==> config.mk <==
export PLATFORM = sky130hd
export DESIGN_NAME = fir_mac_seq_flat
export DESIGN_NICKNAME = d
export VERILOG_FILES = /design/src/rtl/fir_mac_seq_if.sv /design/src/rtl/fir_mac_seq.sv /design/src/flat_wrapper.sv
export SDC_FILE = /design/constraint.sdc
export NUM_CORES = 2
export LEC_CHECK = 0
export ABC_AREA = 0
export CAP_MARGIN = 30
export CELL_PAD_IN_SITES_DETAIL_PLACEMENT = 0
export CELL_PAD_IN_SITES_GLOBAL_PLACEMENT = 1
export CORE_ASPECT_RATIO = 0.7
export CORE_MARGIN = 1
export CORE_UTILIZATION = 53
export CTS_BUF_LIST = sky130_fd_sc_hd__clkbuf_8
export CTS_CLUSTER_DIAMETER = 40
export DETAILED_ROUTE_END_ITERATION = 7
export PLACE_DENSITY = 0.79
export SKIP_LAST_GASP = 1
export SYNTH_ARGS = -nofsm -noshare
export SYNTH_HDL_FRONTEND = slang
export SYNTH_SLANG_ARGS = --single-unit
==> constraint.sdc <==
create_clock -name clk -period 43 [get_ports clk]
set_input_delay 4.3 -clock clk [delete_from_list [all_inputs] [get_ports clk]]
set_output_delay 4.3 -clock clk [all_outputs]
set_load 0.01 [all_outputs]
==> src/rtl/fir_mac_seq_if.sv <==
// -----------------------------------------------------------------------------
// fir_mac_seq_if
// Handshake and coefficient-port bundle for the sequential FIR MAC.
//   slave  modport : filter side (fir_mac_seq)
//   master modport : producer/consumer side (system or testbench)
// Signals:
//   in_valid/in_data/in_ready     sample offer, accepted on in_valid && in_ready
//   coef_we/coef_addr/coef_wdata  coefficient write port
//   out_valid/out_data/out_ready  result handshake
//   busy                          filter is computing or holding a result
// -----------------------------------------------------------------------------
interface fir_mac_seq_if #(
  parameter int DATA_WIDTH = 16,
  parameter int COEF_WIDTH = 16,
  parameter int TAPS       = 32
);
  localparam int AW = (TAPS > 1) ? $clog2(TAPS) : 1;

  logic                         in_valid;
  logic signed [DATA_WIDTH-1:0] in_data;
  logic                         in_ready;
  logic                         coef_we;
  logic [AW-1:0]                coef_addr;
  logic signed [COEF_WIDTH-1:0] coef_wdata;
  logic                         out_valid;
  logic signed [DATA_WIDTH-1:0] out_data;
  logic                         out_ready;
  logic                         busy;

  modport slave (
    input  in_valid, in_data, coef_we, coef_addr, coef_wdata, out_ready,
    output in_ready, out_valid, out_data, busy
  );

  modport master (
    output in_valid, in_data, coef_we, coef_addr, coef_wdata, out_ready,
    input  in_ready, out_valid, out_data, busy
  );
endinterface

==> src/rtl/fir_mac_seq.sv <==
// -----------------------------------------------------------------------------
// fir_mac_seq
// Sequential single-multiplier FIR filter. Each accepted sample is shifted
// into a TAPS-deep delay line, then one tap per cycle is multiplied and
// accumulated. The result is rounded (round-half-up, arithmetic shift by
// SHIFT) and saturated to DATA_WIDTH before being presented on the output
// handshake.
// Ports:
//   clk     rising-edge clock
//   rst     asynchronous active-high reset (clears state, delay line, coefs)
//   io_bus  fir_mac_seq_if.slave: sample in, coefficient write, result out,
//           busy
// Timing: accept at edge N -> out_valid high after edge N+TAPS+1.
// -----------------------------------------------------------------------------
module fir_mac_seq #(
  parameter int DATA_WIDTH = 16,
  parameter int COEF_WIDTH = 16,
  parameter int ACC_WIDTH  = 40,
  parameter int TAPS       = 32,
  parameter int SHIFT      = 15
) (
  input  logic          clk,
  input  logic          rst,
  fir_mac_seq_if.slave  io_bus
);

  localparam int AW = (TAPS > 1) ? $clog2(TAPS) : 1;
  localparam int IW = $clog2(TAPS + 1);
  localparam int PW = DATA_WIDTH + COEF_WIDTH;

  localparam logic signed [ACC_WIDTH:0] RND_HALF = (ACC_WIDTH+1)'(1) << (SHIFT - 1);
  localparam logic signed [ACC_WIDTH:0] SAT_MAX  =
    {{(ACC_WIDTH-DATA_WIDTH+2){1'b0}}, {(DATA_WIDTH-1){1'b1}}};
  localparam logic signed [ACC_WIDTH:0] SAT_MIN  =
    {{(ACC_WIDTH-DATA_WIDTH+2){1'b1}}, {(DATA_WIDTH-1){1'b0}}};

  typedef enum logic [1:0] {
    S_IDLE = 2'd0,
    S_MAC  = 2'd1,
    S_OUT  = 2'd2
  } state_t;

  state_t                       r_state;
  state_t                       w_state_nxt;

  logic signed [DATA_WIDTH-1:0] r_x [TAPS];
  logic signed [COEF_WIDTH-1:0] r_c [TAPS];

  logic [IW-1:0]                r_idx;
  logic signed [PW-1:0]         r_prod_p0;
  logic                         r_vld_p0;
  logic signed [ACC_WIDTH-1:0]  r_acc_p1;
  logic                         r_out_valid;
  logic signed [DATA_WIDTH-1:0] r_out_data;

  logic                         w_accept;
  logic                         w_coef_wr;
  logic                         w_tap_live;
  logic                         w_last;
  logic [AW-1:0]                w_rd_idx;
  logic signed [PW-1:0]         w_prod;
  logic signed [ACC_WIDTH-1:0]  w_prod_ext;
  logic signed [ACC_WIDTH-1:0]  w_acc_sum;

  // Add half an output LSB, then arithmetic shift; one guard bit keeps the
  // addition from overflowing at the positive end of the accumulator range.
  function automatic logic signed [ACC_WIDTH:0] round_acc(
    input logic signed [ACC_WIDTH-1:0] a
  );
    logic signed [ACC_WIDTH:0] t;
    t = {a[ACC_WIDTH-1], a};
    t = t + RND_HALF;
    return t >>> SHIFT;
  endfunction

  function automatic logic signed [DATA_WIDTH-1:0] sat_out(
    input logic signed [ACC_WIDTH:0] v
  );
    if (v > SAT_MAX)      return SAT_MAX[DATA_WIDTH-1:0];
    else if (v < SAT_MIN) return SAT_MIN[DATA_WIDTH-1:0];
    else                  return v[DATA_WIDTH-1:0];
  endfunction

  assign w_accept   = io_bus.in_valid && (r_state == S_IDLE);
  assign w_coef_wr  = io_bus.coef_we && (r_state == S_IDLE) &&
                      (32'(io_bus.coef_addr) < 32'(TAPS));
  // r_idx runs 0..TAPS; the extra count is the drain cycle in which the
  // last product reaches the accumulator and no new tap is read.
  assign w_tap_live = (32'(r_idx) < 32'(TAPS));
  assign w_last     = (32'(r_idx) == 32'(TAPS));
  assign w_rd_idx   = w_tap_live ? r_idx[AW-1:0] : '0;

  assign w_prod     = PW'(r_x[w_rd_idx]) * PW'(r_c[w_rd_idx]);
  assign w_prod_ext = ACC_WIDTH'(r_prod_p0);
  assign w_acc_sum  = r_vld_p0 ? (r_acc_p1 + w_prod_ext) : r_acc_p1;

  assign io_bus.in_ready  = (r_state == S_IDLE);
  assign io_bus.busy      = (r_state != S_IDLE);
  assign io_bus.out_valid = r_out_valid;
  assign io_bus.out_data  = r_out_data;

  always_ff @(posedge clk or posedge rst) begin
    if (rst) r_state <= S_IDLE;
    else     r_state <= w_state_nxt;
  end

  always_comb begin
    w_state_nxt = r_state;
    case (r_state)
      S_IDLE:  if (io_bus.in_valid)  w_state_nxt = S_MAC;
      S_MAC:   if (w_last)           w_state_nxt = S_OUT;
      S_OUT:   if (io_bus.out_ready) w_state_nxt = S_IDLE;
      default:                       w_state_nxt = S_IDLE;
    endcase
  end

  always_ff @(posedge clk or posedge rst) begin
    if (rst) begin
      for (int k = 0; k < TAPS; k++) begin
        r_x[k] <= '0;
        r_c[k] <= '0;
      end
      r_idx       <= '0;
      r_prod_p0   <= '0;
      r_vld_p0    <= 1'b0;
      r_acc_p1    <= '0;
      r_out_valid <= 1'b0;
      r_out_data  <= '0;
    end else begin
      // Coefficient write shares the IDLE cycle with a possible accept; the
      // first coefficient read happens one cycle later, so it sees the write.
      if (w_coef_wr) r_c[io_bus.coef_addr] <= io_bus.coef_wdata;

      case (r_state)
        S_IDLE: begin
          if (w_accept) begin
            r_x[0] <= io_bus.in_data;
            for (int k = 1; k < TAPS; k++) r_x[k] <= r_x[k-1];
            r_acc_p1 <= '0;
            r_idx    <= '0;
            r_vld_p0 <= 1'b0;
          end
        end
        S_MAC: begin
          // p0: product of the current tap
          r_vld_p0 <= w_tap_live;
          if (w_tap_live) begin
            r_prod_p0 <= w_prod;
            r_idx     <= r_idx + IW'(1);
          end
          // p1: accumulate the previous tap's product
          r_acc_p1 <= w_acc_sum;
          if (w_last) begin
            r_out_data  <= sat_out(round_acc(w_acc_sum));
            r_out_valid <= 1'b1;
          end
        end
        S_OUT: begin
          if (io_bus.out_ready) r_out_valid <= 1'b0;
        end
        default: ;
      endcase
    end
  end

endmodule
==> src/flat_wrapper.sv <==
// flat-port wrapper written by rule: the top's interface ports become plain ports
module fir_mac_seq_flat 
#(
  parameter int DATA_WIDTH = 16,
  parameter int COEF_WIDTH = 16,
  parameter int ACC_WIDTH  = 40,
  parameter int TAPS       = 32,
  parameter int SHIFT      = 15
)
  (clk, rst, io_bus_in_valid, io_bus_in_data, io_bus_coef_we, io_bus_coef_addr, io_bus_coef_wdata, io_bus_out_ready, io_bus_in_ready, io_bus_out_valid, io_bus_out_data, io_bus_busy);
  fir_mac_seq_if #(.DATA_WIDTH(DATA_WIDTH), .COEF_WIDTH(COEF_WIDTH), .TAPS(TAPS)) io_bus_i ();
  input  logic clk;
  input  logic rst;
  input wire logic [$bits(io_bus_i.in_valid)-1:0] io_bus_in_valid;
  input wire logic [$bits(io_bus_i.in_data)-1:0] io_bus_in_data;
  input wire logic [$bits(io_bus_i.coef_we)-1:0] io_bus_coef_we;
  input wire logic [$bits(io_bus_i.coef_addr)-1:0] io_bus_coef_addr;
  input wire logic [$bits(io_bus_i.coef_wdata)-1:0] io_bus_coef_wdata;
  input wire logic [$bits(io_bus_i.out_ready)-1:0] io_bus_out_ready;
  output wire logic [$bits(io_bus_i.in_ready)-1:0] io_bus_in_ready;
  output wire logic [$bits(io_bus_i.out_valid)-1:0] io_bus_out_valid;
  output wire logic [$bits(io_bus_i.out_data)-1:0] io_bus_out_data;
  output wire logic [$bits(io_bus_i.busy)-1:0] io_bus_busy;
  assign io_bus_i.in_valid = io_bus_in_valid;
  assign io_bus_i.in_data = io_bus_in_data;
  assign io_bus_i.coef_we = io_bus_coef_we;
  assign io_bus_i.coef_addr = io_bus_coef_addr;
  assign io_bus_i.coef_wdata = io_bus_coef_wdata;
  assign io_bus_i.out_ready = io_bus_out_ready;
  assign io_bus_in_ready = io_bus_i.in_ready;
  assign io_bus_out_valid = io_bus_i.out_valid;
  assign io_bus_out_data = io_bus_i.out_data;
  assign io_bus_busy = io_bus_i.busy;
  fir_mac_seq #(.DATA_WIDTH(DATA_WIDTH), .COEF_WIDTH(COEF_WIDTH), .ACC_WIDTH(ACC_WIDTH), .TAPS(TAPS), .SHIFT(SHIFT)) u_core (.clk(clk), .rst(rst), .io_bus(io_bus_i));
endmodule
==> metrics <==
status=complete, no violations; CP endpoint kind=register; Final period util=26.7%; post-CTS setup buffer count=0; Fin Clk Skew=around 56 ps; Post-Syn Area per Cell=10.2 µm²; clk_lat worst skew=930 ps; Post-synth ARST share=100%; vias in the first global route=46,100; Critical-path top delay cell=a2111oi_0; met2 Usage GRT=between 40% and 50%; Worst-Margin Slew=1110 ps; post-synth cell types=81; vias=45,800; dpl hpwl=roughly 110,000 µm; Max Cap Violations=0; Slew headroom=roughly a quarter; Sink Count=1,122; Die ar.=0.122 mm²; ys flop type=dfrtp_1; Slew Viols, Final=0; Critical Path Max Stage Delay=860 ps; die span in x=417 µm; io pins=61; htree depth=4; startpoint types=register; crit-path max FO=40; Final Critical Period=11,500 ps; Detail Route Antenna Nets=0; number of synthesized flops with an enable pin=0; hold depth=2; most frequent cells in the layout=nand2_1 (1,822), dfrtp_1 (1,120), mux2_2 (602); WL/cell=between 20 and 25 µm; nets=6,679; achievable frequency=around 87 MHz; commonest non-fill, non-tap cell in the layout=nand2_1; DR iter-0 viols=4,000; GR peak layer=met1; setup TNS=0 ps; Hold Vio Cnt, Final=0; initial antenna violation count=1; synthesized flop and latch total=1,122; Fillers=10,200; largest net degree at the start of global routing=228; most frequent CP cell=fa_1; WP data required=43,810 ps; multi-input logic area=0.0332 mm²; M1 GR Usage=41.9%; total track usage=27.9%; global-route wire length before repair=268,000 µm; Starting Density=53.5%; placer congestion estimate=0.888; post-synth net total=6,722; met3 usage=6.03%; IO Port Bufs=60; register area share after synthesis=43.9%; Die Span Y=between 200 and 300 µm; Vias/cell=approximately 5.7; TritonCTS clock tree=yes; Setup Crit Path Kind=register to register; CTS Root Cell=clkbuf_8; proportion of layout cells with a drive suffix above 1=19.2%; R2R depth=33; # DRC=0; clock slew at reported path FFs=70 ps; Warnings, synthesis=0; Setup-failing EPs final=0; post-CTS resize count=0; crit path DAT=12,310 ps; Syn-to-layout area delta=10.1%; First-pass DRT Iterations=7; Max clock buf depth=3; Storage cell area=between 0.02 and 0.03 mm²; RSZ-0062 raised after global routing=no; CORE AREA=roughly 0.12 mm²; post-cts hold buffer count=0; total CTS buffers=180; worst hold-check path type=register to register; row count=106; final wirelength=about 170,000 µm; total grt overflow=0; synthesized instance count=about 6,300; post-synth design cell area=around 0.064 mm²
[cell usage after synthesis (all sizes together) (67+ instances only)]
| cell type | count | area (µm²) |
|---|---|---|
| mux2 | 602 | 6780 |
| fa | 264 | 5290 |
| a21oi | 108 | 541 |
| o21ai | 100 | 500 |
| clkbuf | 366 | 1380 |
| nor3 | 67 | 340 |
| ha | 123 | 1540 |
| nand3 | 99 | 495 |
| mux2i | 99 | 991 |
| nand2 | 1823 | 6840 |
| mux4 | 129 | 2910 |
| dfrtp | 1122 | 28100 |
| inv | 322 | 1210 |
| nor2b | 107 | 669 |
| a211oi | 246 | 1850 |
| nor2 | 200 | 751 |
[kinds of logic (layout without fill, tap and decap cells)]
group | Yosys count | after routing | share of synthesized area, %
adders and majority gates | 387 | 387 | 10.7
buffers and inverters | 745 | 842 | 4.42
muxes | 830 | 830 | 16.7
xor gates and xnor gates | 65 | 65 | 0.889
AOI/OAI and AO/OA | 684 | 684 | 7.55
DFF | 1122 | 1122 | 43.9
and+or+nand+nor | 2460 | 2460 | 16.0
other | 0 | 2 | 0
[state kept, by name, indices dropped and copies added, names as in the netlist]
signal / cells
u_core.r_prod_p0: 32
u_core.r_state: 2
u_core.r_acc_p1: 40
u_core.r_x: 512
u_core.r_idx: 6
u_core.io_bus.out_data: 16
u_core.r_c: 512
u_core.io_bus.out_valid: 1
u_core.r_vld_p0: 1
[final timing paths]
kind                       slack [ps]                    to       startpoint
setup / recovery                31500  u_core.r_prod_p0[30]  u_core.r_idx[0]
hold / removal                    470       u_core.r_x[377]  u_core.r_x[393]
hold reg to reg                   470       u_core.r_x[377]  u_core.r_x[393]
setup reg to reg                31500  u_core.r_prod_p0[30]  u_core.r_idx[0]
min in group asynchronous        3960        u_core.r_x[64]              rst
max in group asynchronous       35700        u_core.r_c[72]              rst
[per-stage QoR]
| step | util [%] | hold slack [ps] | std cells | worst slack, ps | cell area [µm²] |
|---|---|---|---|---|---|
| 2_1_floorplan | - | 446 | 6293 | 7100 | 64000 |
| 3_3_place_gp | 55.1 | 458 | 7651 | 31530 | 66000 |
| 3_5_place_dp | 55.5 | 463 | 7677 | 31350 | 66400 |
| 4_1_cts | 58.7 | 474 | 7999 | 31390 | 70200 |
| 5_1_grt | 58.9 | 495 | 8011 | 30640 | 70500 |
| 6_report | 58.9 | 469 | 8012 | 31500 | 70500 |
[metal layers]
layer	vias to the layer above	wire length [µm]	share of wire, %
met4	0	3930	2.4
met2	1217	72000	43
met3	206	11300	6.8
li1	21100	-	-
met1	23200	79700	48
met5	-	0	0
[final cells by class]
| type | instances | area share (%) |
|---|---|---|
| Sequential cell | 1122 | 39.8 |
| Antenna cell | 2 | 0.00710 |
| Inverter | 324 | 1.74 |
| Tap cell | 1620 | 2.88 |
| Timing Repair Buffer | 196 | 3.04 |
| Clock inverter | 88 | 0.815 |
| Clock buffer | 234 | 4.57 |
| Multi-Input combinational cell | 4426 | 47.1 |
[worst max-delay path: cells and delay by family (launching register included)]
kind	cells	cell delay [ps]
buffers and inverters	9	3160
adder cells (fa/ha/maj)	7	3270
flip-flops	1	820
multiplexers	1	590
AO/OA/AOI/OAI	8	2310
AND/OR/NAND/NOR	8	1170
Power is left out: the tool's default activity adds up to more than one toggle a clock period on the data nets, which glitch-free logic cannot reach.
